[src/rtl/neuron_core_pkg.sv]
// Shared constants and types for the neuron core spike path.
// Latency: n/a (declarations only).
// Backpressure: n/a.
package neuron_core_pkg;

  localparam int NUM_NEURONS = 256;
  localparam int IDX_W       = $clog2(NUM_NEURONS);
  localparam int CNT_W       = $clog2(NUM_NEURONS) + 1;

  // Wishbone base address of the spike-out SRAM the packer feeds.
  localparam logic [31:0] SPIKE_SINK_BASE = 32'h0000_1000;

  typedef enum logic [1:0] {
    IDLE    = 2'd0,
    COLLECT = 2'd1,
    PUSH    = 2'd2
  } pk_state_e;

endpackage

[src/rtl/neuron_spike_packer.sv]
// Packs serial per-neuron spike beats into one frame vector for the spike SRAM.
// Latency: last in-order beat at edge N -> write enable from N until the first idle-bus edge, done pulse after.
// Backpressure: ready only while collecting; holds the write enable while the sink bus is busy.
//
// Ports:
//   wb_clk_i, wb_rst_i        clock, synchronous active-high reset
//   frame_start_i             one-cycle pulse opening a timestep frame
//   neuron_valid_i/_ready_o   beat handshake; neuron_idx_i, neuron_spike_i carry the beat
//   bus_busy_i                sink Wishbone cycle active (external writes ignored)
//   spike_data_o/_count_o     last completed frame and its popcount
//   spike_write_en_o          external write enable into the sink
//   frame_done_o              one-cycle pulse after the frame is handed over
//   busy_o, seq_err_o/err_clr_i  activity flag, sticky sequencing error and its clear
module neuron_spike_packer
  import neuron_core_pkg::*;
(
  input  logic                   wb_clk_i,
  input  logic                   wb_rst_i,
  input  logic                   frame_start_i,
  input  logic                   neuron_valid_i,
  input  logic [IDX_W-1:0]       neuron_idx_i,
  input  logic                   neuron_spike_i,
  output logic                   neuron_ready_o,
  input  logic                   bus_busy_i,
  output logic [NUM_NEURONS-1:0] spike_data_o,
  output logic                   spike_write_en_o,
  output logic [CNT_W-1:0]       spike_count_o,
  output logic                   frame_done_o,
  output logic                   busy_o,
  output logic                   seq_err_o,
  input  logic                   err_clr_i
);

  pk_state_e              state_q, state_d;
  logic                   ready_q;
  logic                   done_q;
  logic                   err_q;
  logic                   pend_q;
  logic [NUM_NEURONS-1:0] shadow_q;
  logic [NUM_NEURONS-1:0] data_q;
  logic [IDX_W:0]         exp_idx_q;
  logic [CNT_W-1:0]       run_cnt_q;
  logic [CNT_W-1:0]       cnt_q;

  logic                   clear_frame;
  logic                   accept;
  logic                   in_order;
  logic                   abort;
  logic                   beat_ok;
  logic                   beat_bad;
  logic                   last_beat;
  logic                   push_exit;
  logic [NUM_NEURONS-1:0] shadow_nxt;
  logic [CNT_W-1:0]       run_cnt_nxt;

  // A frame_start seen while collecting wins over any beat in the same cycle.
  assign abort     = (state_q == COLLECT) && frame_start_i;
  assign accept    = (state_q == COLLECT) && neuron_valid_i && ready_q;
  // exp_idx carries an extra MSB so it can sit at NUM_NEURONS without matching index 0.
  assign in_order  = ({1'b0, neuron_idx_i} == exp_idx_q);
  assign beat_ok   = accept && !abort && in_order;
  assign beat_bad  = accept && !abort && !in_order;
  assign last_beat = beat_ok && (neuron_idx_i == IDX_W'(NUM_NEURONS - 1));
  assign push_exit = (state_q == PUSH) && !bus_busy_i;

  assign run_cnt_nxt = run_cnt_q + {{(CNT_W-1){1'b0}}, neuron_spike_i};

  always_comb begin
    shadow_nxt               = shadow_q;
    shadow_nxt[neuron_idx_i] = neuron_spike_i;
  end

  always_ff @(posedge wb_clk_i) begin
    if (wb_rst_i) state_q <= IDLE;
    else          state_q <= state_d;
  end

  always_comb begin
    state_d     = state_q;
    clear_frame = 1'b0;
    case (state_q)
      IDLE: begin
        if (frame_start_i) begin
          state_d     = COLLECT;
          clear_frame = 1'b1;
        end
      end
      COLLECT: begin
        if (abort) begin
          clear_frame = 1'b1;
        end else if (last_beat) begin
          state_d = PUSH;
        end
      end
      PUSH: begin
        if (!bus_busy_i) begin
          // A start arriving on the exit edge itself is honoured like a pending one.
          if (pend_q || frame_start_i) begin
            state_d     = COLLECT;
            clear_frame = 1'b1;
          end else begin
            state_d = IDLE;
          end
        end
      end
      default: state_d = IDLE;
    endcase
  end

  always_ff @(posedge wb_clk_i) begin
    if (wb_rst_i) begin
      ready_q   <= 1'b0;
      done_q    <= 1'b0;
      err_q     <= 1'b0;
      pend_q    <= 1'b0;
      shadow_q  <= '0;
      data_q    <= '0;
      exp_idx_q <= '0;
      run_cnt_q <= '0;
      cnt_q     <= '0;
    end else begin
      ready_q <= (state_d == COLLECT);
      done_q  <= push_exit;

      if (clear_frame) begin
        shadow_q  <= '0;
        exp_idx_q <= '0;
        run_cnt_q <= '0;
      end else if (beat_ok) begin
        shadow_q  <= shadow_nxt;
        exp_idx_q <= exp_idx_q + {{IDX_W{1'b0}}, 1'b1};
        run_cnt_q <= run_cnt_nxt;
      end

      // Published outputs move only when a frame completes.
      if (last_beat) begin
        data_q <= shadow_nxt;
        cnt_q  <= run_cnt_nxt;
      end

      if (push_exit)                               pend_q <= 1'b0;
      else if ((state_q == PUSH) && frame_start_i) pend_q <= 1'b1;

      if (abort || beat_bad) err_q <= 1'b1;
      else if (err_clr_i)    err_q <= 1'b0;
    end
  end

  // The sink may ignore writes while its bus is busy, so the enable simply
  // stays up for the whole PUSH; repeated captures of the same frame are benign.
  assign spike_write_en_o = (state_q == PUSH);
  assign neuron_ready_o   = ready_q;
  assign spike_data_o     = data_q;
  assign spike_count_o    = cnt_q;
  assign frame_done_o     = done_q;
  assign busy_o           = (state_q != IDLE);
  assign seq_err_o        = err_q;

endmodule

[config.mk]
export PLATFORM = sky130hd
export DESIGN_NAME = neuron_spike_packer
export DESIGN_NICKNAME = d
export VERILOG_FILES = /design/src/rtl/neuron_core_pkg.sv /design/src/rtl/neuron_spike_packer.sv
export SDC_FILE = /design/constraint.sdc
export NUM_CORES = 1
export LEC_CHECK = 0
export CORE_ASPECT_RATIO = 1.4
export CORE_UTILIZATION = 45
export DETAILED_ROUTE_END_ITERATION = 7
export PLACE_DENSITY = 0.78
export SLEW_MARGIN = 25
export SYNTH_ARGS = -nofsm -noshare
export SYNTH_HDL_FRONTEND = slang
export SYNTH_SLANG_ARGS = --single-unit
[constraint.sdc]
create_clock -name wb_clk_i -period 2.6 [get_ports wb_clk_i]
set_input_delay 0.26 -clock wb_clk_i [delete_from_list [all_inputs] [get_ports wb_clk_i]]
set_output_delay 0.26 -clock wb_clk_i [all_outputs]
set_load 0.05 [all_outputs]
==> impl_metrics.json <==
{
  "status": "complete, but fails checks",
  "violations": "design-rule violations",
  "p_sw_mw": 3.986,
  "fin_crit_sh": 0.8934,
  "final_core_util": 0.5718,
  "ys_types": 42,
  "cp_max_fo": 56,
  "drive_gt1_frac": 0.1036,
  "area_growth_syn_to_layout_pct": 25.78,
  "fin_cells": 3654,
  "async_flop_share": 0,
  "dieArea_mm2": 0.05559,
  "synth_cells": 2700,
  "max-clock-path-buffers": 3,
  "cts_setup_buffers": 0,
  "avgSynthCellArea_um2": 9.106,
  "first_global_vias": 20720,
  "pwr-share-clk": 0.470,
  "synth_enable_flop_cells": 0,
  "vdd.ir_drop.worst_uv": 422.4,
  "drt_iter0_drc": 2008,
  "max_freq_mhz": 430.5,
  "grt_max_degree": 178,
  "die_h_um": 278.6,
  "place_congestion": 0.8919,
  "yosys_warnings": 0,
  "maxCapViolCount": 0,
  "ctsResizeCount": 0,
  "drt-pass1-iter-count": 8,
  "cts_hold_buf": 0,
  "power_density_mw_per_mm2": 559.9,
  "remaining_drc_errors": 1,
  "num_io_pins": 285,
  "min_period_ps": 2323,
  "rsz0062_at_grt": "false",
  "cts_tree": "yes",
  "routed_wl_mm": 77.59,
  "swShare": 0.2302,
  "clock_latency_ps": 610,
  "worstMarginPinSlew_ps": 878.1,
  "start_util": 0.4546,
  "drv_slew": 0,
  "layout_common_cells": "dfxtp_1, o31ai_1, clkdlybuf4s50_1, nand3b_1, nand3_1",
  "nNetsFinal": 2909,
  "critical_path_class": "reg -> reg",
  "layout_commonest_cell": "dfxtp_1",
  "final.setup_skew_ps": 18.09,
  "antenna_found_initial": 1,
  "place_inst": 3559,
  "num_vias": 21940,
  "grt_use_total": 0.2712,
  "synth_nets": 2718,
  "startpoint_type": "flip-flop",
  "arrival_ps": 2810,
  "port_buffers": 284,
  "synth_seq_cells": 544,
  "ys_seq_area_frac": 0.4430,
  "dpl.hpwl_mm": 51.68,
  "routedWlPerCell_um": 21.23,
  "clk_pin_slew_ps": 70,
  "hold_path_class": "in -> reg",
  "fin_ws_ps": 277.1,
  "pre_cts_ws_ps": -70.82,
  "combPwrFrac": 0.049,
  "clock_sinks": 544,
  "root_buffer": "clkbuf_16",
  "fp.coreArea_mm2": 0.05409,
  "critPathRequiredTime_ps": 3090,
  "num_antenna_cells": 0,
  "synth_area_mm2": 0.02459,
  "rows": 101,
  "cts.htree.levels": 2,
  "gr-total-overflow": 0,
  "p_int_mw": 13.33,
  "hold_viol_final": 0,
  "die_x_um": 199.6,
  "p_leak_nw": 10.99,
  "seq_power_share": 0.481,
  "cts_inserted_buffers": 51,
  "ys.flop_type": "dfxtp_1",
  "grt_pass1_wl_mm": 118.3,
  "slew_headroom": 0.4146,
  "setup_viol": 0,
  "p_total_mw": 17.32,
  "drtAntennaViolNets": 0,
  "endpoint_kind": "flip-flop",
  "routed_via_density": 6.003
}
[area by class of cell]
cell class / instances / area, um^2
Clock buffer: 66 / 1434
Clock inverter: 29 / 386.6
Fill cell: 4713 / 23160
Inverter: 3 / 11.26
Multi-Input combinational cell: 1825 / 12470
Sequential cell: 544 / 10890
Tap cell: 721 / 902.1
Timing Repair Buffer: 466 / 4832
[final timing paths]
check	slack [ps]	startpoint	cells past startpoint	endpoint
worst max-delay path	280	state_q[1]	7	shadow_q[178]
worst max register to register	280	state_q[1]	7	shadow_q[178]
worst min-delay path	90	neuron_spike_i	4	run_cnt_q[0]
worst min register to register	460	shadow_q[98]	2	shadow_q[98]
[kinds of logic (layout without fill, tap and decap cells)]
group,after synthesis,count (layout),synth area share
XOR/XNOR,16,16,0.005700
AND/OR/NAND/NOR,936,936,0.2133
adder cells (fa/ha/maj),3,3,0.001527
flip-flops,544,544,0.4430
buffers and inverters,331,564,0.05781
multiplexers,255,255,0.1038
AO/OA/AOI/OAI,615,615,0.1749
[routing by layer]
metal	up-vias	GRT usage	part of all wire
li1	10340	-	-
met1	10520	0.3339	0.40
met2	863	0.4397	0.47
met3	214	0.05780	0.075
met4	0	0.1435	0.054
met5	-	0	0
[state kept, by name, summed over array words and instances (netlist names)]
signal and count:
seq_err_o 1, exp_idx_q 9, neuron_ready_o 1, frame_done_o 1
state_q 2, spike_data_o 256, run_cnt_q 9, pend_q 1
shadow_q 255, spike_count_o 9
[power by group through the flow]
stage                     logic (mW)  registers [mW]  clock network, mW
after floorplan                0.482            8.53                  0
after global placement         0.824            8.53                  0
after detailed placement       0.835            8.53                  0
after CTS                      0.837            8.34               8.23
after global routing           0.890            8.33               8.55
final                          0.845            8.34               8.13
[per-stage QoR]
stage	hold slack, ps	area [um^2]	TNS [ps]
after floorplan	339.3	24590	0
after global placement	439.1	29100	-225.7
after detailed placement	457.6	29100	-1799
after CTS	78.22	30920	0
after global routing	150.0	30920	0
final	93.99	30920	0
[cell usage after synthesis (3+ instances only)]
library cell	count	area (um^2)
dfxtp_1	544	10890
o31ai_1	471	3536
nand3b_1	267	2004
nand3_1	264	1321
mux2i_1	255	2552
clkbuf_1	245	919.6
nand2_1	227	852.1
nor2_1	88	330.3
a21oi_1	73	365.4
buf_2	59	295.3
o21ai_0	59	295.3
nand4_1	16	100.1
xor2_1	15	131.4
buf_6	12	135.1
or4_1	9	67.56
buf_1	8	30.03
nand4b_1	8	70.07
nor4bb_1	8	80.08
o41ai_1	8	70.07
nor3_1	7	35.03
nor3b_1	5	37.54
buf_4	4	30.03
nand4bb_1	4	45.04
nor4b_1	4	35.03
nor4b_2	4	60.06
or3_1	4	25.02
and3_1	3	18.77
and4_1	3	26.28
and4b_1	3	30.03
ha_1	3	37.54
inv_1	3	11.26
nor2b_1	3	18.77
[worst max-delay path, cell delays in order (launching register included)]
cell	delay (ps)
dfxtp_1	360
nand4b_1	290
buf_4	340
nor2_1	140
nand4_1	260
buf_4	270
buf_12	180
o31ai_1	330
(Power assumes the default switching activity.)
